## src/rtl/carfield_mailbox_pkg.sv

```systemverilog
// Shared definitions for the mailbox responder.
//   - Register word indices inside one mailbox (byte offset / 4).
//   - mbox_state_t: architectural state of a single mailbox.
//   - rsp_fsm_e: request/response handshake states.
//   - merge_bytes: byte-strobed write merge.
package carfield_mailbox_pkg;

    localparam logic [2:0] REG_LETTER0  = 3'd0;  // 0x00
    localparam logic [2:0] REG_LETTER1  = 3'd1;  // 0x04
    localparam logic [2:0] REG_DOORBELL = 3'd2;  // 0x08
    localparam logic [2:0] REG_ACK      = 3'd3;  // 0x0C
    localparam logic [2:0] REG_DONE     = 3'd4;  // 0x10
    localparam logic [2:0] REG_IRQ_EN   = 3'd5;  // 0x14

    // Bytes at the start of each mailbox slot that can hold registers;
    // anything beyond this inside a wider stride is unmapped.
    localparam int unsigned REG_SPAN = 32;

    typedef struct packed {
        logic [31:0] letter0;
        logic [31:0] letter1;
        logic        pending;
        logic        done;
        logic [1:0]  irq_en;   // bit0 doorbell, bit1 done
    } mbox_state_t;

    typedef enum logic {
        IDLE,
        RESP
    } rsp_fsm_e;

    function automatic logic [31:0] merge_bytes(input logic [31:0] old_word,
                                                input logic [31:0] new_word,
                                                input logic [3:0]  strb);
        logic [31:0] merged;
        for (int b = 0; b < 4; b++) begin
            merged[8*b +: 8] = strb[b] ? new_word[8*b +: 8] : old_word[8*b +: 8];
        end
        return merged;
    endfunction

endpackage

```

## src/rtl/carfield_mailbox_responder_if.sv

```systemverilog
// Single-beat register request/response bus into the mailbox window.
//   master: initiator (drives req_*, rsp_ready)
//   slave : responder (drives req_ready, rsp_*)
interface carfield_mailbox_responder_if #(
    parameter int unsigned AddrWidth = 48
);
    logic                 req_valid;
    logic                 req_ready;
    logic [AddrWidth-1:0] req_addr;
    logic                 req_write;
    logic [31:0]          req_wdata;
    logic [3:0]           req_wstrb;
    logic                 rsp_valid;
    logic                 rsp_ready;
    logic [31:0]          rsp_rdata;
    logic                 rsp_error;

    modport master (
        output req_valid, req_addr, req_write, req_wdata, req_wstrb, rsp_ready,
        input  req_ready, rsp_valid, rsp_rdata, rsp_error
    );

    modport slave (
        input  req_valid, req_addr, req_write, req_wdata, req_wstrb, rsp_ready,
        output req_ready, rsp_valid, rsp_rdata, rsp_error
    );
endinterface

```

## src/rtl/carfield_mailbox_slot.sv

```systemverilog
// One mailbox: two letter words, doorbell/ack/done handshake, irq enables
// and the two registered interrupt outputs.
//   clk_i, rst_i        clock, asynchronous active-high reset
//   acc_i               accepted access targeting this mailbox (address legal)
//   write_i             1 = write
//   reg_idx_i           register word index within the mailbox
//   wdata_i, wstrb_i    write data and byte strobes
//   rdata_o, error_o    combinational read data / access error for reg_idx_i
//   doorbell_irq_o      q(pending & irq_en[0])
//   done_irq_o          q(done & irq_en[1])
module carfield_mailbox_slot
    import carfield_mailbox_pkg::*;
(
    input  logic        clk_i,
    input  logic        rst_i,
    input  logic        acc_i,
    input  logic        write_i,
    input  logic [2:0]  reg_idx_i,
    input  logic [31:0] wdata_i,
    input  logic [3:0]  wstrb_i,
    output logic [31:0] rdata_o,
    output logic        error_o,
    output logic        doorbell_irq_o,
    output logic        done_irq_o
);

    mbox_state_t st;
    logic        ctrl_set;

    // Control registers only act on bit 0 with byte lane 0 enabled.
    assign ctrl_set = wstrb_i[0] & wdata_i[0];

    always_comb begin
        rdata_o = '0;
        error_o = 1'b0;
        case (reg_idx_i)
            REG_LETTER0:  rdata_o = st.letter0;
            REG_LETTER1:  rdata_o = st.letter1;
            REG_DOORBELL: rdata_o = {31'b0, st.pending};
            // Write-only; acknowledging with nothing pending is refused.
            REG_ACK:      error_o = ~write_i | (ctrl_set & ~st.pending);
            REG_DONE:     rdata_o = {31'b0, st.done};
            REG_IRQ_EN:   rdata_o = {30'b0, st.irq_en};
            default:      error_o = 1'b1;
        endcase
    end

    always_ff @(posedge clk_i or posedge rst_i) begin
        if (rst_i) begin
            st             <= '0;
            doorbell_irq_o <= 1'b0;
            done_irq_o     <= 1'b0;
        end else begin
            doorbell_irq_o <= st.pending & st.irq_en[0];
            done_irq_o     <= st.done & st.irq_en[1];
            if (acc_i && write_i && !error_o) begin
                case (reg_idx_i)
                    REG_LETTER0:  st.letter0 <= merge_bytes(st.letter0, wdata_i, wstrb_i);
                    REG_LETTER1:  st.letter1 <= merge_bytes(st.letter1, wdata_i, wstrb_i);
                    REG_DOORBELL: if (ctrl_set) begin
                        st.pending <= 1'b1;
                        st.done    <= 1'b0;
                    end
                    REG_ACK:      if (ctrl_set) begin
                        st.pending <= 1'b0;
                        st.done    <= 1'b1;
                    end
                    REG_DONE:     if (ctrl_set) st.done <= 1'b0;
                    REG_IRQ_EN:   if (wstrb_i[0]) st.irq_en <= wdata_i[1:0];
                    default:      ;
                endcase
            end
        end
    end

endmodule

```

## src/rtl/carfield_mailbox_responder.sv

```systemverilog
// Responder side of the inter-domain mailbox window.
// Decodes single-beat 32-bit accesses into NumMbox mailboxes, answers each
// with a registered response one cycle after acceptance, and exposes the
// per-mailbox doorbell and done interrupts.
//   clk_i, rst_i     clock, asynchronous active-high reset
//   bus              request/response bus (slave side)
//   doorbell_irq_o   per-mailbox doorbell interrupt
//   done_irq_o       per-mailbox done interrupt
module carfield_mailbox_responder
    import carfield_mailbox_pkg::*;
#(
    parameter int unsigned          AddrWidth  = 48,
    parameter int unsigned          NumMbox    = 8,
    parameter logic [AddrWidth-1:0] MboxBase   = 48'h0000_4000_0000,
    parameter logic [AddrWidth-1:0] MboxSize   = 48'h0000_0000_1000,
    parameter int unsigned          MboxStride = 32
) (
    input  logic                         clk_i,
    input  logic                         rst_i,
    carfield_mailbox_responder_if.slave  bus,
    output logic [NumMbox-1:0]           doorbell_irq_o,
    output logic [NumMbox-1:0]           done_irq_o
);

    localparam int unsigned          StrideLog   = $clog2(MboxStride);
    localparam logic [AddrWidth:0]   MboxEndWide = {1'b0, MboxBase} + {1'b0, MboxSize};
    localparam logic [AddrWidth-1:0] MboxEnd     = MboxEndWide[AddrWidth-1:0];
    localparam logic [AddrWidth-1:0] StrideMask  = AddrWidth'(MboxStride - 1);

    if (MboxEndWide[AddrWidth]) begin : g_bad_window
        $error("mailbox window wraps past the top of the address space");
    end
    if (NumMbox < 1 || NumMbox > 16) begin : g_bad_num
        $error("NumMbox must be in 1..16");
    end
    if (MboxStride < 32 || (1 << StrideLog) != MboxStride) begin : g_bad_stride
        $error("MboxStride must be a power of two >= 32");
    end

    rsp_fsm_e             state_q;
    logic                 req_ready_q;
    logic                 rsp_valid_q;
    logic [31:0]          rsp_rdata_q;
    logic                 rsp_error_q;

    logic [AddrWidth-1:0] off;
    logic [AddrWidth-1:0] mbox_idx;
    logic [AddrWidth-1:0] reg_off;
    logic [2:0]           reg_idx;
    logic                 addr_err;
    logic                 accept;
    logic [NumMbox-1:0]   hit;
    logic [31:0]          slot_rdata [NumMbox];
    logic [NumMbox-1:0]   slot_err;
    logic [31:0]          sel_rdata;
    logic                 sel_err;
    logic                 acc_err;

    assign off      = bus.req_addr - MboxBase;
    assign mbox_idx = off >> StrideLog;
    assign reg_off  = off & StrideMask;
    assign reg_idx  = reg_off[4:2];
    assign accept   = req_ready_q & bus.req_valid;

    assign addr_err = (bus.req_addr < MboxBase)
                    | (bus.req_addr >= MboxEnd)
                    | (bus.req_addr[1:0] != 2'b00)
                    | (mbox_idx >= AddrWidth'(NumMbox))
                    | (reg_off >= AddrWidth'(REG_SPAN));

    for (genvar i = 0; i < NumMbox; i++) begin : g_slot
        assign hit[i] = (mbox_idx == AddrWidth'(i));

        carfield_mailbox_slot u_slot (
            .clk_i          (clk_i),
            .rst_i          (rst_i),
            .acc_i          (accept & ~addr_err & hit[i]),
            .write_i        (bus.req_write),
            .reg_idx_i      (reg_idx),
            .wdata_i        (bus.req_wdata),
            .wstrb_i        (bus.req_wstrb),
            .rdata_o        (slot_rdata[i]),
            .error_o        (slot_err[i]),
            .doorbell_irq_o (doorbell_irq_o[i]),
            .done_irq_o     (done_irq_o[i])
        );
    end

    // At most one slot matches; an out-of-range index matches none and is
    // already flagged by addr_err.
    always_comb begin
        sel_rdata = '0;
        sel_err   = 1'b0;
        for (int i = 0; i < NumMbox; i++) begin
            if (hit[i]) begin
                sel_rdata = slot_rdata[i];
                sel_err   = slot_err[i];
            end
        end
    end

    assign acc_err = addr_err | sel_err;

    always_ff @(posedge clk_i or posedge rst_i) begin
        if (rst_i) begin
            state_q     <= IDLE;
            req_ready_q <= 1'b1;
            rsp_valid_q <= 1'b0;
            rsp_rdata_q <= '0;
            rsp_error_q <= 1'b0;
        end else begin
            case (state_q)
                IDLE: if (bus.req_valid) begin
                    state_q     <= RESP;
                    req_ready_q <= 1'b0;
                    rsp_valid_q <= 1'b1;
                    rsp_error_q <= acc_err;
                    rsp_rdata_q <= (acc_err || bus.req_write) ? 32'h0 : sel_rdata;
                end
                RESP: if (bus.rsp_ready) begin
                    state_q     <= IDLE;
                    req_ready_q <= 1'b1;
                    rsp_valid_q <= 1'b0;
                    rsp_rdata_q <= '0;
                    rsp_error_q <= 1'b0;
                end
                default: state_q <= IDLE;
            endcase
        end
    end

    assign bus.req_ready = req_ready_q;
    assign bus.rsp_valid = rsp_valid_q;
    assign bus.rsp_rdata = rsp_rdata_q;
    assign bus.rsp_error = rsp_error_q;

endmodule

```

## src/flat_wrapper.sv

```systemverilog
// flat-port wrapper written by rule: the top's interface ports become plain ports
module carfield_mailbox_responder_flat import carfield_mailbox_pkg::*;
#(
    parameter int unsigned          AddrWidth  = 48,
    parameter int unsigned          NumMbox    = 8,
    parameter logic [AddrWidth-1:0] MboxBase   = 48'h0000_4000_0000,
    parameter logic [AddrWidth-1:0] MboxSize   = 48'h0000_0000_1000,
    parameter int unsigned          MboxStride = 32
)
  (clk_i, rst_i, doorbell_irq_o, done_irq_o, bus_req_valid, bus_req_addr, bus_req_write, bus_req_wdata, bus_req_wstrb, bus_rsp_ready, bus_req_ready, bus_rsp_valid, bus_rsp_rdata, bus_rsp_error);
  carfield_mailbox_responder_if #(.AddrWidth(AddrWidth)) bus_i ();
  input  logic clk_i;
  input  logic rst_i;
  output logic [NumMbox-1:0] doorbell_irq_o;
  output logic [NumMbox-1:0] done_irq_o;
  input wire logic [$bits(bus_i.req_valid)-1:0] bus_req_valid;
  input wire logic [$bits(bus_i.req_addr)-1:0] bus_req_addr;
  input wire logic [$bits(bus_i.req_write)-1:0] bus_req_write;
  input wire logic [$bits(bus_i.req_wdata)-1:0] bus_req_wdata;
  input wire logic [$bits(bus_i.req_wstrb)-1:0] bus_req_wstrb;
  input wire logic [$bits(bus_i.rsp_ready)-1:0] bus_rsp_ready;
  output wire logic [$bits(bus_i.req_ready)-1:0] bus_req_ready;
  output wire logic [$bits(bus_i.rsp_valid)-1:0] bus_rsp_valid;
  output wire logic [$bits(bus_i.rsp_rdata)-1:0] bus_rsp_rdata;
  output wire logic [$bits(bus_i.rsp_error)-1:0] bus_rsp_error;
  assign bus_i.req_valid = bus_req_valid;
  assign bus_i.req_addr = bus_req_addr;
  assign bus_i.req_write = bus_req_write;
  assign bus_i.req_wdata = bus_req_wdata;
  assign bus_i.req_wstrb = bus_req_wstrb;
  assign bus_i.rsp_ready = bus_rsp_ready;
  assign bus_req_ready = bus_i.req_ready;
  assign bus_rsp_valid = bus_i.rsp_valid;
  assign bus_rsp_rdata = bus_i.rsp_rdata;
  assign bus_rsp_error = bus_i.rsp_error;
  carfield_mailbox_responder #(.AddrWidth(AddrWidth), .NumMbox(NumMbox), .MboxBase(MboxBase), .MboxSize(MboxSize), .MboxStride(MboxStride)) u_core (.clk_i(clk_i), .rst_i(rst_i), .bus(bus_i), .doorbell_irq_o(doorbell_irq_o), .done_irq_o(done_irq_o));
endmodule
```

## config.mk

```make
export PLATFORM = sky130hd
export DESIGN_NAME = carfield_mailbox_responder_flat
export DESIGN_NICKNAME = d
export VERILOG_FILES = /design/src/rtl/carfield_mailbox_pkg.sv /design/src/rtl/carfield_mailbox_responder_if.sv /design/src/rtl/carfield_mailbox_slot.sv /design/src/rtl/carfield_mailbox_responder.sv /design/src/flat_wrapper.sv
export SDC_FILE = /design/constraint.sdc
export NUM_CORES = 1
export LEC_CHECK = 0
export ABC_CLOCK_PERIOD_IN_PS = 30400
export CAP_MARGIN = 20
export CORE_UTILIZATION = 30
export CTS_CLUSTER_DIAMETER = 60
export DETAILED_ROUTE_END_ITERATION = 8
export SLEW_MARGIN = 15
export SYNTH_ARGS = -nofsm -noshare
export SYNTH_HDL_FRONTEND = slang
export SYNTH_SLANG_ARGS = --single-unit
```

## constraint.sdc

```tcl
create_clock -name clk_i -period 30.4 [get_ports clk_i]
set_clock_uncertainty 0.1 [all_clocks]
set_input_delay 9.12 -clock clk_i [delete_from_list [all_inputs] [get_ports clk_i]]
set_output_delay 9.12 -clock clk_i [all_outputs]
set_load 0.005 [all_outputs]
```

==> results of run 1 <==
==> state kept, by name, indices dropped and copies added (netlist names) <==
register	count
u_core.bus.rsp_rdata	32
u_core.state_q	1
u_core.g_slot.u_slot.done_irq_o	8
u_core.g_slot.u_slot.doorbell_irq_o	8
u_core.bus.req_ready	1
u_core.bus.rsp_error	1
u_core.g_slot.u_slot.st	544
u_core.bus.rsp_valid	1
==> cell type report <==
class | count | area share, %
Tap cell | 1265 | 4.71
Antenna cell | 1 | 0.00745
Inverter | 11 | 0.145
Sequential cell | 596 | 44.4
Multi-Input combinational cell | 1265 | 39.1
Clock inverter | 21 | 0.522
Timing Repair Buffer | 168 | 4.93
Clock buffer | 101 | 6.11
==> critical path: cells and delay by family <==
kind                     cells  cell delay (ns)
multiplexers                 1             0.40
AND/OR/NAND/NOR              6             2.98
buffers and inverters        2             0.65
adder cells (fa/ha/maj)      1             0.26
AO/OA/AOI/OAI                1             0.25
==> power by group <==
| part | switching [mW] | internal (mW) |
|---|---|---|
| registers | 0.00163 | 0.795 |
| clock network | 0.335 | 0.479 |
| logic | 0.0610 | 0.0264 |
==> Yosys cell counts (20+ instances only) <==
cell and instances:
dfrtp_1 595, mux2_2 411, nand2_1 125, clkbuf_1 96
mux2_4 93, mux4_2 93, mux2i_1 75, o21ai_0 73
mux2_1 43, nand3_4 41, o22ai_1 30, nor2_1 29
a221o_1 26, a21oi_1 21, and2_1 20, buf_2 20
==> metrics by stage <==
stage	area, um2	util [%]	hold WS (ns)	std cells	setup WS [ns]
floorplan	28800	-	0.359	2021	4.50
global placement	31300	33.0	0.368	3304	16.51
detailed placement	31300	33.0	0.379	3304	16.47
CTS	33500	35.3	0.394	3426	17.11
global route	33600	35.3	0.412	3427	16.94
finish	33600	35.3	0.387	3428	17.07
==> worst min path at each step <==
stage | from | to | slack (ns) | depth (start not counted)
after global placement | u_core.g_slot[7].u_slot.st[39] | u_core.g_slot[7].u_slot.st[39] | 0.37 | 1
after CTS | u_core.g_slot[6].u_slot.st[56] | u_core.g_slot[6].u_slot.st[56] | 0.39 | 1
after global routing | u_core.g_slot[0].u_slot.st[45] | u_core.g_slot[0].u_slot.st[45] | 0.41 | 1
after detailed placement | u_core.bus.rsp_rdata[4] | u_core.bus.rsp_rdata[4] | 0.38 | 2
after floorplan | u_core.g_slot[6].u_slot.st[12] | u_core.g_slot[6].u_slot.st[12] | 0.36 | 1
final | u_core.bus.rsp_rdata[9] | u_core.bus.rsp_rdata[9] | 0.39 | 2
==> metal layers <==
layer,global-route usage (%),wire [um],vias up
met4,5.53,2180,2
met3,2.88,3760,142
met5,0,13,-
met1,21.7,34800,9539
met2,26.5,37700,461
li1,-,-,7745
==> logic make-up (layout without fill, tap and decap cells) <==
logic type	Yosys count	in the layout	share of synthesized area, %
buf+inv	160	301	2.58
simple gates	338	338	7.94
fa+ha+maj	3	3	0.131
mux	715	715	32.5
other cells	0	1	0
flops	596	596	51.9
compound gates	209	209	4.94
==> results by group, run 1 <==
Clock tree
  – Root buf cell: clkbuf_16
  – Clk_lat worst skew: 0.61 ns
  – TritonCTS Buffers: 69
  – Clk slew on worst S/H paths: 0.05 ns
  – CTS tree: done
  – CTS max path bufs: 3
  – Post-CTS setup buffers: 0
  – Resized Gates After CTS: 0
  – CTS Hold Bufs: 0
  – CTS Sinks: 596
  – Htree depth: 3

Worst setup path
  – Crit-path cells: clkdlybuf4s50_1, inv_1, ha_1, or4b_1, or4_1, or4_4, nor4_4, o2111ai_4, nor2_8, nand3_2, mux2_2
  – Slowest stage cell, crit path: nor2_8
  – Worst-path maximum fanout: 27
  – Worst r2r dst: u_core.bus.rsp_rdata[6]
  – Critical R2R Launch: u_core.g_slot[3].u_slot.st[3]
  – Critical path class: in -> reg
  – Max stage delay on crit path: 0.76 ns
  – Worst EP arrival: 13.71 ns
  – Worst Setup Start Kind: input port
  – CP Capture Point: u_core.g_slot[4].u_slot.st[44]
  – CP endpoint kind: flip-flop
  – Setup slack, reg-to-reg: 27.04 ns
  – Critical Path RT: 30.78 ns
  – CP startpoint: bus_req_addr[30]
  – Worst R2R Path Depth: 9

Timing
  – Setup violations, final: 0
  – Crit path time final: 13.33 ns
  – Setup TNS: 0 ns
  – Fin. Hold Viols: 0
  – Tightest Pin Transition: 1.15 ns
  – Slew Limit Headroom: 22.8%
  – Fin crit share: 43.9%
  – Max Clock Freq: 75.0 MHz
  – Pins Over Slew Limit: 0
  – Unrepaired setup endpoints after global routing: false

Place
  – DP Wirelength: 51,400 um
  – I/O Buffers: 139
  – Routability cong.: 0.826

Synthesis
  – Netlist cell types: 80
  – Post-synth top area share: 51.8%
  – FFs w/ async S/R, synth: 100%
  – Avg Inst Size Synth: 14.2 um2
  – Top FF cell, synth: dfrtp_1
  – Synthesized area: 28,800 um2
  – Syn Nets: 2,113
  – Post-synth EDFFs: 0
  – Synth warnings: 0
  – Mapped Cells: 2,021
  – Synth area leader: dfrtp_1
  – Synth top area cells: dfrtp_1 52%, mux2_2 16%, mux4_2 7.3%
  – Yosys reg bits: 596
  – Sequential share of the synthesized area: 51.9%

Die
  – I/O Pins: 140
  – Rows: 113
  – Die area: 97,100 um2
  – Die extent in y: 312 um
  – Die W: 312 um
  – Core Box Area: 95,000 um2
  – Starting Density: 30.3%

Worst hold path
  – HP Class: reg -> reg

Routing
  – Detailed Route WL: 78,500 um
  – DR vias: 17,900
  – Residual DRC: 0
  – Vias per cell: 5.22
  – Initial DRT Pass Iterations: 5
  – Antenna-violating nets left: 0
  – Drt wl/cell: 22.9 um
  – Initial drt markers: 1,253

Run
  – Maxcap violations: 0

Final layout
  – Multi-input gate area: 13,100 um2
  – Seq. cell area: 14,900 um2
  – Commonest non-fill, non-tap cell in the layout: dfrtp_1
  – NumNets Final: 2,203
  – Fill cells: 9,083
  – Most frequent cells in the layout: 595 x dfrtp_1, 411 x mux2_2, 137 x clkdlybuf4s50_1
  – Area growth syn-to-layout: 16.7%
  – Proportion of layout cells with a drive suffix above 1: 37.8%

Power and ir drop
  – Pwr dens: 50.6 nW/um2
  – Leakage power: 15.6 nW
  – Tot Pwr: 1.70 mW
  – VDD IR max: 0.0000342 V

Global routing
  – Initial antenna violation count: 1
  – Global route overflow: 0
  – Largest net degree at the start of global routing: 141
  – Vias in the first global route: 19,200
  – Overall Global Routing Usage: 16.2%
  – First-pass GRT wire length: 122,000 um

Outcome
  – Status: finished, final reports clean
(Power assumes the default switching activity.)
==> inputs of run 2 (changes only) <==
Settings changed: ABC_CLOCK_PERIOD_IN_PS 30400 to 12600.
Clock period 30.4 ns to 12.6 ns, I/O delays scaled along.
==> results by group, run 2 (same netlist as run 1, synthesis figures left out) <==
Outcome
  – Status: finished, final reports clean

Routing
  – Drt wl/cell: 22.8 um (-0.38%)
  – DR vias: 17,800 (-0.56%)
  – Detailed Route WL: 78,200 um (-0.35%)
  – Vias per cell: 5.19 (-0.59%)
  – Antenna-violating nets left: 0 (unchanged)
  – Residual DRC: 0 (unchanged)
  – Initial drt markers: 1,087 (-13%)
  – Initial DRT Pass Iterations: 5 (unchanged)

Worst hold path
  – Worst hold start: u_core.g_slot[6].u_slot.st[57]
  – Min-Delay Endpoint: u_core.g_slot[6].u_slot.st[57]
  – HP Class: reg -> reg
  – Hold depth: 1 (-1)

Clock tree
  – Clk_lat worst skew: 0.61 ns (about the same)
  – Post-CTS setup buffers: 0 (unchanged)
  – CTS Hold Bufs: 0 (unchanged)
  – Resized Gates After CTS: 0 (unchanged)
  – Clk slew on worst S/H paths: 0.06 ns (about the same)
  – CTS Sinks: 596 (unchanged)
  – Htree depth: 3 (unchanged)
  – CTS max path bufs: 3 (unchanged)
  – Root buf cell: clkbuf_16
  – CTS tree: done
  – TritonCTS Buffers: 69 (unchanged)

Timing
  – Hold_ws: 0.389 ns (+0.00150 ns)
  – Fin. Hold Viols: 0 (unchanged)
  – Crit path time final: 8.10 ns
  – Unrepaired setup endpoints after global routing: false
  – Setup violations, final: 0 (unchanged)
  – Pins Over Slew Limit: 0 (unchanged)
  – Slew Limit Headroom: 27.1% (+4.3 points)
  – Max Clock Freq: 123 MHz
  – Tightest Pin Transition: 1.09 ns (-0.0646 ns)
  – Worst setup margin: 4.50 ns (-12.57 ns)
  – Setup TNS: 0 ns (unchanged)
  – Fin crit share: 64.3%

Final layout
  – Largest Register: u_core.g_slot.u_slot.st
  – Max reg flops: 544 (unchanged)
  – Final design utilization: 35.5% (+0.15 points)
  – Finished Layout Cells: 3,429 (+0.029%)
  – Most frequent cells in the layout: 595 x dfrtp_1, 411 x mux2_2, 137 x clkdlybuf4s50_1
  – # diodes: 0 (-1)
  – Post-route cell area: 33,700 um2 (+0.43%)
  – Proportion of layout cells with a drive suffix above 1: 37.6% (-0.22 points)
  – Area growth syn-to-layout: 17.3%
  – Commonest non-fill, non-tap cell in the layout: dfrtp_1
  – Fill cells: 9,047 (-0.40%)
  – NumNets Final: 2,206 (+0.14%)

Power and ir drop
  – Net Sw Frac: 22.7% (-0.72 points)
  – Internal power: 3.23 mW (+150%)
  – Leakage power: 15.7 nW (+0.31%)
  – Reg power frac: 46.1% (-0.8 points)
  – VDD IR max: 0.0000966 V (+180%)
  – Pwr dens: 124 nW/um2 (+140%)
  – Clk pwr share: 48.8% (+0.9 points)
  – Comb power frac: 5.1% (about the same)
  – P_sw: 946 uW (+140%)
  – Tot Pwr: 4.17 mW (+150%)

Worst setup path
  – Worst Setup Start Kind: input port
  – Worst R2R Path Depth: 9 (unchanged)
  – Crit path max-delay family: simple AND/OR/NAND/NOR gates
  – Max stage delay on crit path: 0.89 ns (+0.13 ns)
  – Worst-path maximum fanout: 11 (-59%)
  – CP endpoint kind: flip-flop
  – Critical Path RT: 12.98 ns (-17.80 ns)
  – Slowest stage cell, crit path: nor3_4
  – Crit-path cells: clkdlybuf4s50_1, inv_1, ha_1, or4b_1, or4_1, or4_4, nor4_4, o2111ai_4, nor3_4, nand3_4, mux2_4
  – Buf+Inv Stages, Crit Path: 2 (unchanged)
  – Worst EP arrival: 8.48 ns (-5.23 ns)
  – Critical path class: in -> reg
  – Critical R2R Launch: u_core.g_slot[3].u_slot.st[3]
  – Setup slack, reg-to-reg: 9.15 ns (-17.89 ns)
  – Worst r2r dst: u_core.bus.rsp_rdata[12]

Die
  – Die area: 97,100 um2 (unchanged)
  – I/O Pins: 140 (unchanged)
  – Rows: 113 (unchanged)
  – Die W: 312 um (unchanged)
  – Starting Density: 30.3% (unchanged)
  – Die extent in y: 312 um (unchanged)
  – Core Box Area: 95,000 um2 (unchanged)

Place
  – Dpl ws: 3.88 ns (-12.59 ns)
  – Placed cell area: 31,300 um2 (about the same)
  – Placed Cells: 3,304 (unchanged)
  – DP Wirelength: 51,600 um (+0.37%)
  – Routability cong.: 0.842 (+2.0%)
  – I/O Buffers: 139 (unchanged)

Global routing
  – Initial antenna violation count: 2 (+1)
  – Vias in the first global route: 19,400 (+1.3%)
  – First-pass GRT wire length: 122,000 um (about the same)
  – Overall Global Routing Usage: 16.2% (+0.029 points)
  – Largest net degree at the start of global routing: 200 (+42%)
  – Global route overflow: 0 (unchanged)

Run
  – Maxcap violations: 0 (unchanged)
==> run 2: worst register-to-register path, stage by stage, from the launching register on <==
cell and delay (ns):
dfrtp_1 0.46, mux4_2 0.49, nor2_1 0.11, nor3b_1 0.06
o31ai_1 0.29, o2111ai_1 0.16, a21oi_1 0.30, or4_1 0.77
buf_4 0.43, o21ai_0 0.16
==> run 2: routing by layer <==
layer,global-route usage (%),vias to the layer above,share of wire (%)
li1,-,7732,-
met1,21.6,9552,44
met2,27.1,391,49
met3,2.64,110,4.5
met4,4.75,4,2.1
met5,0,-,0.024
==> run 2: worst max-delay path by stage <==
stage	startpoint	to	slack (ns)	cells past startpoint
floorplan	rst_i	u_core.bus.rsp_error	0.59	1
global placement	bus_req_addr[30]	u_core.g_slot[7].u_slot.st[4]	3.87	11
detailed placement	bus_req_addr[30]	u_core.g_slot[7].u_slot.st[11]	3.88	11
CTS	bus_req_addr[30]	u_core.g_slot[7].u_slot.st[4]	4.51	11
global route	bus_req_addr[30]	u_core.g_slot[7].u_slot.st[5]	4.34	11
finish	bus_req_addr[30]	u_core.g_slot[7].u_slot.st[7]	4.50	11
==> run 2: area by class of cell <==
cell class	instances	area, um2	share of cell area (%)
multi-input cells	1265	13100	39.0
flip-flops and latches	596	14900	44.2
repair buffers	171	1720	5.11
inverters	11	45.0	0.134
clock inverters	20	318	0.943
clock buffers	101	1990	5.90
well taps	1265	1580	4.69
==> run 2: power groups by stage <==
stage / combinational, mW / sequential (mW) / clock [mW]
global placement: 0.208 / 1.96 / 0
detailed placement: 0.213 / 1.96 / 0
finish: 0.213 / 1.92 / 2.04
floorplan: 0.118 / 1.96 / 0
global route: 0.233 / 1.92 / 2.17
CTS: 0.214 / 1.92 / 2.09
==> inputs of run 3 (changes only) <==
Settings changed: ABC_CLOCK_PERIOD_IN_PS 12600 to 8109.
Clock period 12.6 ns to 8.11 ns, I/O delays scaled along.
==> results by group, run 3 (same netlist as run 1, synthesis figures left out) <==
Timing
  – Slew Limit Headroom: 30.0% (+2.9 points)
  – Setup violations, final: 0 (unchanged)
  – Fin. Hold Viols: 0 (unchanged)
  – Setup TNS: 0 ns (unchanged)
  – Hold_ws: 0.382 ns (-0.00618 ns)
  – Fin crit share: 79.3%
  – Worst setup margin: 1.68 ns (-2.83 ns)
  – Tightest Pin Transition: 1.05 ns (-0.0422 ns)
  – Unrepaired setup endpoints after global routing: false
  – Max Clock Freq: 155 MHz
  – Pins Over Slew Limit: 0 (unchanged)
  – Crit path time final: 6.43 ns

Die
  – Starting Density: 30.3% (unchanged)
  – Die W: 312 um (unchanged)
  – Rows: 113 (unchanged)
  – Core Box Area: 95,000 um2 (unchanged)
  – I/O Pins: 140 (unchanged)
  – Die area: 97,100 um2 (unchanged)
  – Die extent in y: 312 um (unchanged)

Final layout
  – Final design utilization: 35.5% (about the same)
  – Post-route cell area: 33,700 um2 (about the same)
  – Most frequent cells in the layout: 595 x dfrtp_1, 411 x mux2_2, 137 x clkdlybuf4s50_1
  – Multi-input gate area: 13,100 um2 (unchanged)
  – Area growth syn-to-layout: 17.4% (about the same)
  – Proportion of layout cells with a drive suffix above 1: 38.0% (+0.40 points)
  – Seq. cell area: 14,900 um2 (unchanged)
  – Max reg flops: 544 (unchanged)
  – # diodes: 0 (unchanged)
  – Commonest non-fill, non-tap cell in the layout: dfrtp_1
  – Fill cells: 9,078 (+0.34%)
  – NumNets Final: 2,218 (+0.54%)
  – Largest Register: u_core.g_slot.u_slot.st

Routing
  – Initial drt markers: 1,240 (+14%)
  – Antenna-violating nets left: 0 (unchanged)
  – Initial DRT Pass Iterations: 5 (unchanged)
  – Vias per cell: 5.21 (+0.43%)
  – Detailed Route WL: 78,900 um (+0.91%)
  – Residual DRC: 0 (unchanged)
  – Drt wl/cell: 22.9 um (+0.50%)
  – Met3 WL: 4540 um (+29%)
  – Max Used Layer: met5
  – Met2 Wirelength: 37,300 um (-3.3%)
  – DR vias: 17,900 (+0.84%)
  – Metal-1 WL: 34,400 um (-0.22%)

Clock tree
  – CTS max path bufs: 3 (unchanged)
  – CTS Sinks: 596 (unchanged)
  – Resized Gates After CTS: 0 (unchanged)
  – Htree depth: 3 (unchanged)
  – CTS Hold Bufs: 0 (unchanged)
  – CTS tree: done
  – Root buf cell: clkbuf_16
  – TritonCTS Buffers: 69 (unchanged)
  – Clk slew on worst S/H paths: 0.06 ns (about the same)
  – Clk_lat worst skew: 0.61 ns (about the same)
  – Post-CTS setup buffers: 0 (unchanged)

Global routing
  – Vias in the first global route: 19,400 (-0.021%)
  – Global route overflow: 0 (unchanged)
  – Initial antenna violation count: 3 (+1)
  – Largest net degree at the start of global routing: 127 (-37%)
  – First-pass GRT wire length: 122,000 um (-0.34%)
  – Overall Global Routing Usage: 16.3% (+0.018 points)

Worst setup path
  – Critical path class: in -> reg
  – Worst Setup Start Kind: input port
  – Crit-path cells: clkdlybuf4s50_1, inv_1, ha_1, or4b_1, or4_1, or4_4, nor4_4, o2111ai_4, nor3_4, buf_4, nand3_4, mux2_2
  – Worst EP arrival: 6.82 ns (-1.66 ns)
  – CP endpoint kind: flip-flop
  – Max stage delay on crit path: 0.59 ns (-0.30 ns)
  – Worst-path maximum fanout: 20 (+9)
  – Slowest stage cell, crit path: clkdlybuf4s50_1
  – Buf+Inv Stages, Crit Path: 3 (+1)
  – Critical Path RT: 8.49 ns (-4.49 ns)
  – Crit path max-delay family: simple AND/OR/NAND/NOR gates
  – WP depth: 12 (+1)
  – Worst R2R Path Depth: 9 (unchanged)

Worst hold path
  – HP Class: reg -> reg
  – Hold depth: 2 (+1)

Place
  – I/O Buffers: 139 (unchanged)
  – DP Wirelength: 52,400 um (+1.6%)
  – Routability cong.: 0.873 (+3.7%)
  – Dpl ws: 1.09 ns (-2.79 ns)
  – Placed cell area: 31,500 um2 (+0.49%)

Power and ir drop
  – Leakage power: 15.7 nW (+0.19%)
  – VDD IR max: 0.000138 V (+43%)
  – Pwr dens: 190 nW/um2 (+54%)

Run
  – Maxcap violations: 0 (unchanged)

Outcome
  – Status: finished, final reports clean
==> run 3: cell types whose count changed in the layout (fill, tap and decap cells not counted), sizes merged <==
| cell | before | now |
|---|---|---|
| clkinvlp | 2 | 4 |
| inv | 11 | 13 |
| bufinv | 7 | 3 |
| buf | 32 | 45 |
| clkinv | 11 | 10 |
| clkbuf | 103 | 105 |
==> run 3: cell type report <==
class	count	area share (%)
flip-flops and latches	596	44.2
clock inverters	19	0.627
well taps	1265	4.69
repair buffers	183	5.32
inverters	11	0.133
clock buffers	104	6.08
multi-input cells	1265	38.9
==> run 3: worst paths after layout <==
| check | start | endpoint | slack [ns] |
|---|---|---|---|
| min in group asynchronous | rst_i | u_core.g_slot[0].u_slot.st[5] | 2.30 |
| max in group asynchronous | rst_i | u_core.bus.rsp_rdata[4] | 4.34 |
| worst max-delay path | bus_req_addr[30] | u_core.g_slot[0].u_slot.st[27] | 1.68 |
| worst max register to register | u_core.g_slot[3].u_slot.st[3] | u_core.bus.rsp_rdata[5] | 4.48 |
| worst min-delay path | u_core.bus.rsp_rdata[8] | u_core.bus.rsp_rdata[8] | 0.38 |
| worst min register to register | u_core.bus.rsp_rdata[8] | u_core.bus.rsp_rdata[8] | 0.38 |
==> run 3: stage by stage <==
step	instances	power, mW
final	3443	6.43
after floorplan	2021	3.22
after detailed placement	3320	3.38
after CTS	3443	6.51
after global routing	3443	6.65
after global placement	3319	3.37
==> run 3: worst register-to-register path, delay by kind of cell, from the launching register on <==
family,cells,cell delay (ns)
AOI/OAI and AO/OA,4,0.97
DFF,1,0.46
muxes,1,0.50
buffers and inverters,1,0.43
and+or+nand+nor,3,1.00
==> run 3: layer usage <==
metal / track usage [%] / vias up
li1: - / 7767
met1: 21.4 / 9524
met2: 26.1 / 483
met3: 3.56 / 159
met4: 6.35 / 6
met5: 0 / -
==> run 3: power by group <==
group	internal, mW	switching [mW]	total, mW
sequential	2.98	0.00587	2.99
combinational	0.101	0.234	0.335
clock	1.85	1.25	3.11
total	4.93	1.49	6.43
